==> config.mk <==
export PLATFORM = sky130hd
export DESIGN_NAME = local_predictor_param
export DESIGN_NICKNAME = d
export VERILOG_FILES = /design/src/rtl/local_predictor_param.sv
export SDC_FILE = /design/constraint.sdc
export NUM_CORES = 2
export LEC_CHECK = 0
export BUFFER_PORTS_ARGS = -buffer_cell sky130_fd_sc_hd__buf_2
export CORE_ASPECT_RATIO = 1.1
export CORE_MARGIN = 4
export CORE_UTILIZATION = 25
export CTS_CLUSTER_SIZE = 16
export DETAILED_ROUTE_END_ITERATION = 16
export PLACE_DENSITY_LB_ADDON = 0.1
export SETUP_SLACK_MARGIN = 0.3
export SYNTH_ARGS = -nofsm -noshare
export SYNTH_HDL_FRONTEND = slang
export SYNTH_SLANG_ARGS = --single-unit
==> constraint.sdc <==
create_clock -name clk -period 20.3 [get_ports clk]
set_input_delay 4.06 -clock clk [delete_from_list [all_inputs] [get_ports clk]]
set_output_delay 4.06 -clock clk [all_outputs]
set_load 0.05 [all_outputs]
==> src/rtl/local_predictor_param.sv <==
// Two-level local branch predictor: a per-PC history table selects a saturating counter.
// Tables are swept to their initial values by hardware after reset or clear.
module local_predictor_param #(
  parameter int unsigned BHT_IDX_BITS = 8,
  parameter int unsigned HIST_BITS    = 2,
  parameter int unsigned PHT_IDX_BITS = 8,
  parameter int unsigned CTR_BITS     = 2,
  parameter int unsigned STAT_BITS    = 16
) (
  input  logic                 clk,
  input  logic                 rst_n,
  input  logic                 clear,
  output logic                 ready,
  input  logic [31:0]          read_pc,
  output logic                 prediction,
  input  logic [31:0]          write_pc,
  input  logic                 write,
  input  logic                 write_value,
  output logic                 is_correct,
  output logic [STAT_BITS-1:0] update_count,
  output logic [STAT_BITS-1:0] mispredict_count
);

  localparam int unsigned BhtEntries = 1 << BHT_IDX_BITS;
  localparam int unsigned PhtEntries = 1 << PHT_IDX_BITS;
  localparam int unsigned MaxIdxBits = (BHT_IDX_BITS > PHT_IDX_BITS) ? BHT_IDX_BITS : PHT_IDX_BITS;
  localparam int unsigned SweepLen   = 1 << MaxIdxBits;
  // One spare bit so the table sizes themselves are representable in comparisons.
  localparam int unsigned IdxW       = MaxIdxBits + 1;
  localparam int unsigned PcHiBits   = PHT_IDX_BITS - HIST_BITS;
  localparam logic [CTR_BITS-1:0] CtrInit = {1'b1, {(CTR_BITS - 1) {1'b0}}};

  typedef enum logic [0:0] {StInit, StRun} state_e;

  state_e                 state_q, state_d;
  logic [IdxW-1:0]        idx_q, idx_d;
  logic [STAT_BITS-1:0]   upd_q, upd_d;
  logic [STAT_BITS-1:0]   mis_q, mis_d;

  logic [HIST_BITS-1:0]   bht_q [BhtEntries];
  logic [CTR_BITS-1:0]    pht_q [PhtEntries];

  logic [BHT_IDX_BITS-1:0] r_bht, w_bht;
  logic [HIST_BITS-1:0]    r_hist, w_hist, w_hist_next;
  logic [PHT_IDX_BITS-1:0] r_pht, w_pht;
  logic [CTR_BITS-1:0]     r_ctr, w_ctr, w_ctr_next;
  logic                    accept;
  logic                    unused_pc_bits;

  assign unused_pc_bits = ^{read_pc, write_pc};

  // Read and write paths index the tables independently.
  assign r_bht  = read_pc[BHT_IDX_BITS+1:2];
  assign r_hist = bht_q[r_bht];
  assign r_pht  = {read_pc[PcHiBits+1:2], r_hist};
  assign r_ctr  = pht_q[r_pht];

  assign w_bht  = write_pc[BHT_IDX_BITS+1:2];
  assign w_hist = bht_q[w_bht];
  assign w_pht  = {write_pc[PcHiBits+1:2], w_hist};
  assign w_ctr  = pht_q[w_pht];

  assign ready      = (state_q == StRun);
  assign prediction = ready ? r_ctr[CTR_BITS-1] : 1'b1;
  assign is_correct = ready ? (write_value == w_ctr[CTR_BITS-1]) : write_value;
  assign accept     = write && ready && !clear;

  // Newest outcome enters at the MSB.
  assign w_hist_next = {write_value, w_hist} >> 1;

  always_comb begin
    w_ctr_next = w_ctr;
    if (write_value && (w_ctr != {CTR_BITS{1'b1}})) begin
      w_ctr_next = w_ctr + CTR_BITS'(1);
    end else if (!write_value && (w_ctr != '0)) begin
      w_ctr_next = w_ctr - CTR_BITS'(1);
    end
  end

  always_comb begin
    state_d = state_q;
    idx_d   = idx_q;
    upd_d   = upd_q;
    mis_d   = mis_q;
    if (clear) begin
      state_d = StInit;
      idx_d   = '0;
      upd_d   = '0;
      mis_d   = '0;
    end else begin
      unique case (state_q)
        StInit: begin
          if (idx_q == IdxW'(SweepLen - 1)) begin
            state_d = StRun;
            idx_d   = '0;
          end else begin
            idx_d = idx_q + IdxW'(1);
          end
        end
        StRun: begin
          if (accept) begin
            if (upd_q != {STAT_BITS{1'b1}}) upd_d = upd_q + STAT_BITS'(1);
            if (!is_correct && (mis_q != {STAT_BITS{1'b1}})) mis_d = mis_q + STAT_BITS'(1);
          end
        end
        default: state_d = StInit;
      endcase
    end
  end

  always_ff @(posedge clk or negedge rst_n) begin
    if (!rst_n) begin
      state_q <= StInit;
      idx_q   <= '0;
      upd_q   <= '0;
      mis_q   <= '0;
    end else begin
      state_q <= state_d;
      idx_q   <= idx_d;
      upd_q   <= upd_d;
      mis_q   <= mis_d;
    end
  end

  // Table storage has no reset; the sweep provides defined contents.
  always_ff @(posedge clk) begin
    if (state_q == StInit) begin
      if (idx_q < IdxW'(BhtEntries)) bht_q[idx_q[BHT_IDX_BITS-1:0]] <= '0;
      if (idx_q < IdxW'(PhtEntries)) pht_q[idx_q[PHT_IDX_BITS-1:0]] <= CtrInit;
    end else if (accept) begin
      bht_q[w_bht] <= w_hist_next;
      pht_q[w_pht] <= w_ctr_next;
    end
  end

  assign update_count     = upd_q;
  assign mispredict_count = mis_q;

endmodule

# Word-level counts from Yosys, hierarchy flattened
# Memory sizes are Yosys's and may differ from the RTL's.
# Cells that the tools add are included.
[totals]
ff_bits = 42
mem_bits_rw = 1024
mem_count = 2
[memory_table]
columns = ["memory", "depth", "word_bits", "rd", "rd_ports_with_merged_regs", "write_ports", "line_no", "rtl"]
rows = [
  ["bht_q", 256, 2, 2, 0, 1, "40", "logic [HIST_BITS-1:0] bht_q [BhtEntries];"],
  ["pht_q", 256, 2, 2, 0, 1, "41", "logic [CTR_BITS-1:0] pht_q [PhtEntries];"],
]
[classes]
addsub = 5
order_cmp = 1
eq_ne = 6
mux = 30
reduce_logical = 17
[op_table]
columns = ["op", "n"]
rows = [
  ["$mux 16", 8],
  ["$add 16x1->16 const B", 2],
  ["$ne 16x16->1 const B", 2],
  ["$mux 9", 3],
  ["$mux 8", 2],
  ["$mux 1", 13],
  ["$reduce_bool 2->1", 5],
  ["$add 9x1->9 const B", 1],
  ["$eq 9x8->1 const B", 1],
  ["$lt 9x9->1 const B", 1],
  ["$mux 2", 4],
  ["$reduce_and 3->1", 2],
  ["$logic_and 1x1->1", 5],
  ["$ne 2x2->1 const B", 2],
  ["$reduce_or 2->1", 2],
  ["$logic_not 1->1", 3],
  ["$add 2x1->2 const B", 1],
  ["$sub 2x1->2 const B", 1],
  ["$eq 1x1->1", 1],
]

# Logic depth before layout (Yosys ltp)
# An unclocked memory read counts as a cell.
[depth]
word_depth = 10
ltp_mapped = 27
ltp_nobuf = 18

# Worst setup path before layout
# No wires, ideal clock.
[synth_timing]
path_kind = "input-to-reg"
startpoint = "in write_pc[3]"
endpoint = "mem pht_q[0][1], data pin"
setup_ps = 2187
t_arrival_ps = 18537
required_time_ps = 18113
slack_ps = -423
path_stages = 21
path_buffers = 6
cell_sequence = "buf_2 -> buf_2 -> buf_2 -> mux4_2 -> nand2_1 -> nand3_1 -> a22o_1 -> clkbuf_1 -> nor4_4 -> or2_1 -> buf_1 -> buf_1 -> mux4_2 -> mux4_2 -> nand2_1 -> a21oi_1 -> a211oi_2 -> ha_1 -> nor2_1 -> a211oi_1 -> o21ai_0"
[synth_between]
elab_chain_len = 7
[synth_lines]
columns = ["item", "line_no", "rtl"]
rows = [
  ["start, declared", "16", "input logic [31:0] write_pc,"],
  ["$mem_v2 256x2", "n/a", ""],
  ["$mem_v2 256x2 *", "n/a", ""],
  ["parallel branches: the longest is 3 deep, another holds $sub 2x1->2", "n/a", ""],
  ["$mux 2 *", "73", "if (write_value && (w_ctr != {CTR_BITS{1'b1}})) begin"],
  ["$mux 2 (no line) *", "n/a", ""],
  ["end, declared", "41", ""],
]
# Mark *: on every way between the ends.

# Worst setup path in the final report
[layout_timing]
startpoint = "in write_pc[3]"
endpoint = "out is_correct"
[layout_between]
elab_chain_len = 4
[layout_lines]
columns = ["item", "line_no", "rtl"]
rows = [
  ["$mem_v2 256x2", "n/a", ""],
  ["$mem_v2 256x2 *", "n/a", ""],
  ["$eq 1x1->1 *", "65", "assign is_correct = ready ? (write_value == w_ctr[CTR_BITS-1]) : write_value;"],
  ["$mux 1 *", "65", ""],
  ["end, declared", "19", "output logic is_correct,"],
]
# Mark *: on every way between the ends. The rest lies on a longest branch, timed or not.

==> results.toml <==
[floorplanning]
fp.dieW_um = 452
num_rows = 179
io_pins = 104
die_area_um2 = 224000
coreArea_um2 = 216000
die_h_um = 497
start_util = 0.251

[critical_path]
crit_type = "in -> out"
r2r_slack_ns = 11.44
worstReg2RegEnd = "pht_q[252][1]$_DFFE_PP_"
r2r-start = "bht_q[253][0]$_DFFE_PP_"
rr_worst_depth = 23
required_ns = 16.24
critPathArrivalTime_ns = 12.21
critPathCaptureType = "primary output"
start_kind = "input pin"
crit_path_max_fanout = 94

[sta]
fmax_mhz = 61.5
max_slew_margin = 0.189
finalCritPeriodShare = 0.802
rsz0062_at_grt = "false"
hold_violations = 0
skew_ns = 0.0299
setup_slack_ns = 4.03
worstMarginPinSlew_ns = 1.21
setup_viol = 0
slew_viol_final = 0
min_period_ns = 16.27
fin_tns_setup_ns = 0

[grt]
grt_start_max_net_pins = 190
grt_pass1_wl_mm = 301
antenna_found_initial = 12
overflow = 0
grt_pass1_vias = 37300
grt_util_all_layers = 0.189

[pwr]
intPower_mw = 3.94
combPwrFrac = 0.098
power.total_mw = 5.29
switching_power_mw = 1.35
power.density_nw_per_um2 = 85.4
p_clk_frac = 0.452
switching_share = 0.255
seqPwrFrac = 0.450
ir_drop_uv = 68.2
p_leak_nw = 20.7

[routing]
ant_nets = 0
dr.first_iter.drc_count = 2844
num_vias = 35800
viasPerCell = 5.22
routed_wirelength_mm = 215
drc = 0
wl_per_cell_um = 31.4
first_pass_iters = 5

[yosys]
synthArstFlopShare = 0.0394
ys_ff_latch = 1066
synth-edff-count = 1024
syn_avg_cell_area_um2 = 14.0
synth.net_count = 3944
ys.flop_type = "edfxtp_1"
ys_seq_area_frac = 0.586
yosysWarnings = 0
synth_cell_types = 85
synth_cells = 3870
syn_area_um2 = 54200

[clock_tree]
cts_buffer_depth = 3
numCtsBuffers = 138
clk_pin_slew_ns = 0.05
numClockSinks = 1066
clk-insertion-delay-late_ns = 0.78
post_cts_buffers = 0
tritoncts = "done"
cts_hold_buffers = 0
post_cts_resized = 0
cts_max_level = 4
root_buffer = "clkbuf_16"

[worst_hold_path]
holdPathStages = 2
hold_end = "idx_q[8]$_DFFE_PN0P_"
hp-start = "idx_q[8]$_DFFE_PN0P_"
hold_path_class = "reg -> reg"

[placed_design]
hpwl_mm = 131
place_ws_ns = 3.97
globalplace.congestion = 0.764
io_buffer_count = 55
placed_area_um2 = 57700

[finish]
fin_nets = 3920
postLayoutCellArea_um2 = 61900
fill_cells = 21900
drive_above_1_share = 0.219
fin_util = 0.287
areaGrowthSynthToFinish_pct = 14.2

[run]
cap_violations = 0

[status]
status = "completed"
==> flip-flops by register name, indices dropped and copies added (netlist names) <==
name	count
update_count	16
mispredict_count	16
pht_q	512
bht_q	512
ready	1
idx_q	9
==> metal layers <==
layer / track usage / vias to the layer above / part of all wire
met5: 0 / - / 0.00019
met4: 0.0554 / 6 / 0.028
met3: 0.0294 / 287 / 0.047
met2: 0.326 / 1039 / 0.50
met1: 0.246 / 19100 / 0.43
li1: - / 15300 / -
==> power by group through the flow <==
stage                     sequential [mW]  combinational, mW  clock [mW]
after global placement               2.43              0.527           0
after detailed placement             2.43              0.525           0
after floorplan                      2.42              0.313           0
after global routing                 2.38              0.545        2.55
final                                2.38              0.519        2.39
after CTS                            2.38              0.526        2.45
==> worst max-delay path, stage by stage <==
cell	delay, ns
buf_4	0.48
buf_4	0.56
and2_2	0.61
buf_4	0.56
a221o_1	0.26
nor2_1	0.05
or3_1	0.46
or4_1	0.67
or3_4	0.70
buf_12	0.38
nand2_1	0.75
or3_1	0.23
a31oi_1	0.17
a2111oi_0	0.52
o21ai_0	0.18
nand4_1	0.23
and2_1	0.16
buf_4	0.34
nand2b_1	0.18
xnor2_1	0.13
buf_2	0.28
==> final cells by class <==
class / instances / area, um^2 / area share
Antenna cell: 5 / 12.5 / 0.000202
Clock buffer: 178 / 3680 / 0.0594
Clock inverter: 62 / 599 / 0.00968
Inverter: 53 / 204 / 0.00329
Multi-Input combinational cell: 2431 / 20900 / 0.337
Sequential cell: 1066 / 31800 / 0.513
Tap cell: 2896 / 3620 / 0.0585
Timing Repair Buffer: 156 / 1150 / 0.0186
==> synth_stat cells (all sizes together), types with 23 or more instances <==
library cell	n	area [um^2]
a211oi	51	388
a21oi	123	616
a221oi	58	508
a22o	34	298
a22oi	81	608
and2	30	188
buf	125	811
clkbuf	195	733
dfrtp	42	1050
edfxtp	1024	30700
inv	53	199
mux2	138	1550
mux2i	228	2280
mux4	335	7550
nand2	230	863
nand3	53	270
nand4	36	225
nor2	612	2310
nor2b	26	163
nor3	34	186
o211ai	25	193
o21ai	59	299
o22ai	23	144
o31ai	23	173
==> how the worst max path moves through the flow <==
stage	from	to	slack (ns)	cells after the start
2_1_floorplan	write_pc[3]	pht_q[0][1]$_DFFE_PP_	3.96	21
3_3_place_gp	write_pc[5]	is_correct	3.92	23
3_5_place_dp	write_pc[5]	is_correct	3.97	23
4_1_cts	write_pc[5]	is_correct	3.94	23
5_1_grt	write_pc[5]	is_correct	3.77	23
6_report	write_pc[3]	is_correct	4.03	21
==> per-stage QoR <==
stage / instances / hold WS [ns]
floorplan: 3870 / 0.501
global placement: 6602 / 0.526
detailed placement: 6602 / 0.544
CTS: 6842 / 0.559
global route: 6845 / 0.589
finish: 6847 / 0.564
==> kinds of logic (layout without fill, tap and decap cells) <==
family,count (synthesis),in the layout,share of synthesized area
AND/OR/NAND/NOR,1093,1093,0.0869
buffers and inverters,373,449,0.0321
XOR/XNOR,20,20,0.00323
flip-flops,1066,1066,0.586
multiplexers,701,701,0.210
other,0,5,0
AO/OA/AOI/OAI,612,612,0.0805
adder cells (fa/ha/maj),5,5,0.00115
==> layout by cell type (no fill, tap or decap), types with 21 or more instances in the layout <==
master / instances
a211oi_1: 50
a21oi_1: 123
a221oi_1: 58
a22o_1: 34
a22oi_1: 80
a31oi_1: 22
and2_1: 24
buf_2: 49
buf_4: 97
clkbuf_1: 36
clkbuf_16: 141
clkinv_2: 25
dfrtp_1: 42
edfxtp_1: 1024
inv_1: 48
mux2_2: 122
mux2i_1: 228
mux4_2: 333
nand2_1: 210
nand3_1: 52
nand4_1: 36
nor2_1: 606
nor2b_1: 21
nor3_1: 30
o211ai_1: 24
o21ai_0: 57
o22ai_1: 23
o31ai_1: 22
Note: power is estimated with default switching activity, not from simulation.
